File: config.mk
export PLATFORM = sky130hd
export DESIGN_NAME = decoder_scan
export DESIGN_NICKNAME = d
export VERILOG_FILES = /design/src/rtl/decoder_pkg.sv /design/src/rtl/onehot_dec.sv /design/src/rtl/decoder_scan.sv
export SDC_FILE = /design/constraint.sdc
export NUM_CORES = 1
export LEC_CHECK = 0
export ABC_AREA = 1
export BUFFER_PORTS_ARGS = -buffer_cell sky130_fd_sc_hd__buf_2
export CELL_PAD_IN_SITES_DETAIL_PLACEMENT = 0
export CELL_PAD_IN_SITES_GLOBAL_PLACEMENT = 2
export CORE_MARGIN = 1.5
export CORE_UTILIZATION = 30
export CTS_BUF_LIST = sky130_fd_sc_hd__clkbuf_8
export DETAILED_ROUTE_END_ITERATION = 10
export PLACE_DENSITY_LB_ADDON = 0.08
export SKIP_CTS_REPAIR_TIMING = 1
export SKIP_LAST_GASP = 1
export SLEW_MARGIN = 20
export SYNTH_ARGS = -nofsm -noshare
export SYNTH_HDL_FRONTEND = slang
export SYNTH_SLANG_ARGS = --single-unit
File: constraint.sdc
create_clock -name clk -period 1.3 [get_ports clk]
set_input_delay 0.26 -clock clk [delete_from_list [all_inputs] [get_ports clk]]
set_output_delay 0.26 -clock clk [all_outputs]
set_load 0.005 [all_outputs]
File: src/rtl/decoder_pkg.sv
// Shared types and constants for the one-hot decoder / scanner.
package decoder_pkg;

  typedef enum logic {
    IDLE = 1'b0,
    SCAN = 1'b1
  } state_e;

  localparam logic MODE_DIRECT = 1'b0;
  localparam logic MODE_SCAN   = 1'b1;

endpackage

File: src/rtl/onehot_dec.sv
// Purely combinational binary index to one-hot decode.
module onehot_dec #(
  parameter int SEL_W = 3
) (
  input  logic [SEL_W-1:0]      idx_i,
  output logic [2**SEL_W-1:0]   onehot_o
);

  // Set exactly the bit addressed by idx_i.
  always_comb begin
    onehot_o        = '0;
    onehot_o[idx_i] = 1'b1;
  end

endmodule

File: src/rtl/decoder_scan.sv
// Registered SEL_W-to-2^SEL_W one-hot decoder with a valid/ready request
// port and an auto-scan mode that walks the active bit with a dwell time.
module decoder_scan
  import decoder_pkg::*;
#(
  parameter int SEL_W   = 3,
  parameter int OUT_W   = 2**SEL_W,
  parameter int DWELL_W = 8
) (
  input  logic               clk,
  input  logic               rst_n,
  input  logic               in_valid,
  output logic               in_ready,
  input  logic               mode,
  input  logic [SEL_W-1:0]   sel,
  input  logic [DWELL_W-1:0] dwell,
  input  logic               hold,
  output logic [OUT_W-1:0]   out,
  output logic               out_valid,
  output logic               wrap
);

  localparam logic [SEL_W-1:0] IDX_MAX = '1;

  state_e             state_q;
  logic [SEL_W-1:0]   idx_q, idx_d;
  logic [DWELL_W-1:0] cnt_q, dwell_q;
  logic [OUT_W-1:0]   out_q, out_d;
  logic               out_valid_q, wrap_q;
  logic               accept, adv;

  // Ready is a pure decode of the state flop so it never depends on in_valid.
  assign in_ready = (state_q == IDLE);
  assign accept   = in_valid && in_ready;

  // Next index: load on accept, step on dwell expiry; otherwise hold.
  // Dropping mode in SCAN takes priority over hold and advance.
  always_comb begin
    idx_d = idx_q;
    adv   = 1'b0;
    if (state_q == IDLE) begin
      if (in_valid) idx_d = sel;
    end else if (mode == MODE_SCAN && !hold && cnt_q == dwell_q) begin
      adv   = 1'b1;
      idx_d = idx_q + 1'b1;
    end
  end

  onehot_dec #(.SEL_W(SEL_W)) u_dec (
    .idx_i    (idx_d),
    .onehot_o (out_d)
  );

  // FSM, index, dwell counter and registered outputs. out_q always mirrors
  // the decoded idx_q, so holding the index holds the output.
  always_ff @(posedge clk or negedge rst_n) begin
    if (!rst_n) begin
      state_q     <= IDLE;
      idx_q       <= '0;
      cnt_q       <= '0;
      dwell_q     <= '0;
      out_q       <= OUT_W'(1);
      out_valid_q <= 1'b0;
      wrap_q      <= 1'b0;
    end else begin
      idx_q       <= idx_d;
      out_q       <= out_d;
      out_valid_q <= accept;
      wrap_q      <= adv && (idx_q == IDX_MAX);
      case (state_q)
        IDLE: begin
          if (accept && mode == MODE_SCAN) begin
            state_q <= SCAN;
            dwell_q <= dwell;
            cnt_q   <= '0;
          end
        end
        SCAN: begin
          if (mode == MODE_DIRECT) state_q <= IDLE;
          else if (!hold)          cnt_q   <= adv ? '0 : cnt_q + 1'b1;
        end
        default: state_q <= IDLE;
      endcase
    end
  end

  assign out       = out_q;
  assign out_valid = out_valid_q;
  assign wrap      = wrap_q;

endmodule

# == Word level (Yosys, flattened, before mapping) ==
# Index checks and enable logic that the tools add are counted.
# W data, S select, Z words.
# classes
reduce_logical,9
muxes,15
n_addsub,2
bitwise_logic,1
magnitude_cmp,2
n_eq_ne,5
# ops
operator,n
$mux W8,4
$pmux W8 S2,1
$mux W3,3
$add A8 B1 Y8 const B,1
$eq A8 B8 Y1,1
$logic_and A1 B1 Y1,6
$mux W1,5
$lt A3 B4 Y1 const B,1
$ne A2 B2 Y1 const B,2
$add A3 B1 Y3 const B,1
$demux W1 S3,1
$eq A3 B3 Y1 const B,1
$ge A3 B1 Y1 const B,1
$reduce_and A3 Y1,1
$ne A2 B1 Y1 const B,1
$pmux W1 S2,1
$reduce_and A2 Y1,1
$logic_not A1 Y1,1
$not A1 Y1,1
# word_totals
out_inout_bits,11
ff_bits,30
elab_cells,41
input_bits,16

# == Depth between registers and ports, before layout ==
# logic_depth
ltp_word,9
ltp_mapped,12
ltp_nobuf,12

# == Hierarchy ==
# From an unflattened synthesis, not the netlist that was laid out.
# unflattened
cells_unflattened,206
hier_area_um2,1661.6
# modules_own_cells
module,n_inst,cells_each,area_per_inst_um2,seq_area_each_um2
decoder_scan,1,191,1605.3,752.0
onehot_dec,1,15,56.3,0.0

# == Worst setup path before layout ==
# Ideal clock, no wire load.
# synth_timing
path_type,reg-to-reg
from,reg dwell_q[7]
to,reg out_q[3] (netlist: out[3])
arrival_ps,1311
period_less_slack_ps,1380
setup_slack_ps,-80
required_time_ps,1231
path_stages_with_launch,10
setup_time_ps,69
path_cell_list,dfrtp_1 -> xnor2_1 -> nand3_2 -> nor2_2 -> nand2_2 -> nand2_1 -> nand3_2 -> nand2_4 -> inv_4 -> nor2_2
# synth_via
elab_chain_cells,8
elab_cells_between_ends,9
classes_between,order compare: 2; eq/ne: 1; mux: 4; reduce/logical: 2
# synth_rtl
element,line,text
"start, declared",decoder_scan.sv:27,"logic [DWELL_W-1:0] cnt_q, dwell_q;"
"start signal, assigned",decoder_scan.sv:74,dwell_q <= dwell;
$eq A8 B8 Y1 (*),decoder_scan.sv:43,end else if (mode == MODE_SCAN && !hold && cnt_q == dwell_q) begin
$logic_and A1 B1 Y1 (*),decoder_scan.sv:43,
$mux W3 (*),decoder_scan.sv:43,
$mux W3 (*),decoder_scan.sv:41,if (state_q == IDLE) begin
net idx_d[0],decoder_scan.sv:26,"logic [SEL_W-1:0] idx_q, idx_d;"
$lt A3 B4 Y1 (implied by the code) or $ge A3 B1 Y1 (tied branches),onehot_dec.sv:12,onehot_o[idx_i] = 1'b1;
$logic_and A1 B1 Y1 (implied by the code),onehot_dec.sv:12,
$mux W1 (implied by the code),onehot_dec.sv:12,
$demux W1 S3 (*),n/a,
net out_d[3],decoder_scan.sv:28,"logic [OUT_W-1:0] out_q, out_d;"
"end signal, assigned",decoder_scan.sv:67,out_q <= out_d;
"end, declared",decoder_scan.sv:28,
# The timed path passes the listed nets; every way through them passes the cells marked *.
# A chain may end at the register's enable or synchronous reset.

# == Final worst setup path ==
# layout_timing
from,reg cnt_q[0]
to,reg out_q[4] (netlist: out[4])
# layout_via
elab_chain_cells,8
elab_cells_between_ends,9
classes_between,order compare: 2; eq/ne: 1; mux: 4; reduce/logical: 2
# layout_rtl
element,line,text
"start, declared",decoder_scan.sv:27,
"start signal, assigned",decoder_scan.sv:80,else if (!hold) cnt_q <= adv ? '0 : cnt_q + 1'b1;
$eq A8 B8 Y1 (*),decoder_scan.sv:43,
$logic_and A1 B1 Y1 (*),decoder_scan.sv:43,
$mux W3 (*),decoder_scan.sv:43,
$mux W3 (*),decoder_scan.sv:41,
net idx_d[2],decoder_scan.sv:26,
$lt A3 B4 Y1 (implied by the code) or $ge A3 B1 Y1 (tied branches),onehot_dec.sv:12,
$logic_and A1 B1 Y1 (implied by the code),onehot_dec.sv:12,
$mux W1 (implied by the code),onehot_dec.sv:12,
$demux W1 S3 (*),n/a,
net out_d[4],decoder_scan.sv:28,
# Marked as above.

==> results.toml <==
[run_status]
status = "finished with violations"
failed_checks = "negative setup slack"

[pwr]
p_int_mw = 1.84
worst_ir_drop_vdd_v = 0.000596
leakage_nw = 1.28
p_sw_mw = 0.854
comb_power_share_pct = 29.7
pwr-share-seq_pct = 40.9
pwr_density_cell_mw_per_mm2 = 1090
pwr-share-clk_pct = 29.4
p_sw_share_pct = 31.7

[setup_path]
cp-end-kind = "register"
start_kind = "register"
reg2regPathDepth = 10
critical_path_class = "register to register"
cp_num_cells = 10
required_ns = 1.47
cp_slowest_cell = "dfrtp_1"
crit_family = "simple AND/OR/NAND/NOR gates"
slowest_delay_ns = 0.40
crit_fanout = 4
worstPathCellList = "inv_2, nand2_2, nand3_2, nor3_4, buf_4, nand3_1, nand3_2, nand2_4, nand2_2, nor2_2"
arrival_ns = 1.70
crit_buf_inv = 2

[synth]
synthesis.nets = 233
yosys_warnings = 0
avgSynthCellArea_um2 = 7.78
seq_area_frac_synth_pct = 45.2
synthesis.area_mm2 = 0.00166
synth_cells = 214
ys_types = 32
ys_ff_latch = 30

[layout]
area_growth_pct = 48.4
diodes = 0
drive_gt1_share_pct = 48.8
final_nets = 317

[detailed_routing]
routed_wl_um = 4260
wl_per_cell_um = 11.5
drt_iter0_drc = 55
viasPerCell = 4.15
ant_nets = 0
drtPass1Iterations = 4
drc = 0
dr_total_vias = 1530

[sta]
setup_viol = 20
finalWorstSetupSlack_ns = -0.235
hold_violations = 0
maxSlewViolCount = 0
post-route-min-period_ns = 1.53
slew_headroom_pct = 82.0
finalSetupTns_ns = -3.40
finClkSkew_ns = 0.00249
tightest_slew_ns = 0.268
clock.fmax_mhz = 652
whs_ns = 0.226
rsz0062_at_grt = "yes"
post-route-period-util_pct = 118

[grt]
antenna_found_initial = 0
overflow = 0
use_met3_pct = 3.18
grt_pass1_vias = 1533
grt_usage_pct = 15.4
grt_busiest_layer = "met2"
use_met2_pct = 23.9
grt_max_degree = 31
grt_pass1_wl_um = 7210
grt_util_met1_pct = 22.1

[die]
die-area_mm2 = 0.00600
die_x_um = 77.5
rows = 26
core_mm2 = 0.00524
die_y_um = 77.5
num_io_pins = 27
start_util_pct = 31.8

[flow_run]
cap_violations = 0

[clocking]
htree_levels = 2
numCtsBuffers = 5
root_buffer = "clkbuf_8"
path_clk_slew_ns = 0.07
clock_path_buffers = 2
clkSinkCount = 30
cts_tree = "yes"
insertion_delay_ns = 0.28

[placement]
gp_congestion = 0.828
dp_hpwl_um = 3290
io_buffers = 26

[worst_hold_path]
hp-class = "input pin to register"
whs_path_depth = 3
==> power groups by stage <==
stage	logic, mW	registers, mW	clock network (mW)
after floorplan	0.395	1.11	0
after global placement	0.761	1.12	0
after detailed placement	0.750	1.12	0
after CTS	0.754	1.10	0.817
after global routing	0.903	1.12	0.864
final	0.801	1.10	0.792
==> tightest hold or removal path, delay by kind of cell <==
kind | cells | cell delay (ns)
compound gates | 1 | 0.09
buf+inv | 1 | 0.08
simple gates | 1 | 0.03
==> logic make-up (layout without fill, tap and decap cells) <==
logic type               after synthesis  in the layout  synth area share (%)
adder cells (fa/ha/maj)                3              3                  2.26
AND/OR/NAND/NOR                      116            116                  32.9
AO/OA/AOI/OAI                         25             25                  8.42
buffers and inverters                 35            120                  8.57
XOR/XNOR                               5              5                  2.63
flip-flops                            30             30                  45.2
==> final timing paths <==
check / start / end / slack [ns]
max reg2reg: cnt_q[0]$_DFFE_PN0P_ / out[4]$_DFF_PN0_ / -0.23
min reg2reg: cnt_q[1]$_DFFE_PN0P_ / cnt_q[1]$_DFFE_PN0P_ / 0.59
min in group asynchronous: rst_n / wrap$_DFF_PN0_ / 0.46
max: cnt_q[0]$_DFFE_PN0P_ / out[4]$_DFF_PN0_ / -0.23
max in group asynchronous: rst_n / out[0]$_DFF_PN1_ / 0.60
min: dwell[4] / dwell_q[4]$_DFFE_PN0P_ / 0.23
==> sequential cells by signal, indices dropped and copies added, names as in the netlist <==
name / cells
out_valid: 1
out: 8
cnt_q: 8
state_q: 1
dwell_q: 8
idx_q: 3
wrap: 1
==> metal layers <==
layer	up-vias	part of all wire, %
li1	840	-
met1	671	53
met2	17	44
met3	2	2.6
met4	0	0.35
met5	-	0
==> metrics by stage <==
step	std cells	total power, mW	setup slack, ns	cell area (µm²)	utilization (%)
final	369	2.69	-0.235	2470	47.2
after CTS	362	2.67	-0.283	2350	45.0
after floorplan	214	1.50	-0.0277	1700	-
after global routing	369	2.88	-0.361	2470	47.2
after detailed placement	354	1.87	-0.265	2260	43.1
after global placement	354	1.88	-0.283	2260	43.1
==> placed cells by master (no fill, tap or decap), types with 2 or more instances in the layout <==
master    netlist  layout
a21oi_1        11      11
nor2_4          1       3
inv_2           8      11
clkbuf_8        0       6
nand2_4         1       2
nand2_2        10      19
buf_4           0      50
nand2_1        50      40
buf_2           0      26
o21a_1          2       2
inv_1          22      19
or2_2           2       2
nand3_2         2       4
nor2_2          6       9
nand4_1         2       2
dfrtp_1        29      28
nor2_1         24      19
clkinv_2        1       2
o22ai_1         2       2
xor2_1          3       3
nand3_1        14      12
o21ai_0         7       7
==> cells in the mapped netlist, drive strengths merged <==
cell type  number  area (µm²)
buf             1        11.3
o22ai           2        12.5
o21a            2        15.0
and3            1        6.26
ha              3        37.5
nand4           2        12.5
a21oi          12        63.8
o21ai           7        35.0
or2             2        12.5
clkbuf          1        3.75
nand3          16        90.1
o211ai          1        7.51
a31oi           1        6.26
dfrtp          29         726
xnor2           2        17.5
dfstp           1        26.3
inv            31         119
nand2          61         262
clkinv          2        8.75
nor3            3        26.3
nor2           31         139
xor2            3        26.3
==> final cells by class <==
| cell class | count | area [µm²] |
|---|---|---|
| Fill cell | 555 | 2770 |
| Multi-Input combinational cell | 149 | 860 |
| Sequential cell | 30 | 753 |
| Timing Repair Buffer | 79 | 547 |
| Inverter | 33 | 128 |
| Tap cell | 70 | 87.6 |
| Clock buffer | 6 | 82.6 |
| Clock inverter | 2 | 12.5 |
Note: power is estimated with default switching activity, not from simulation.
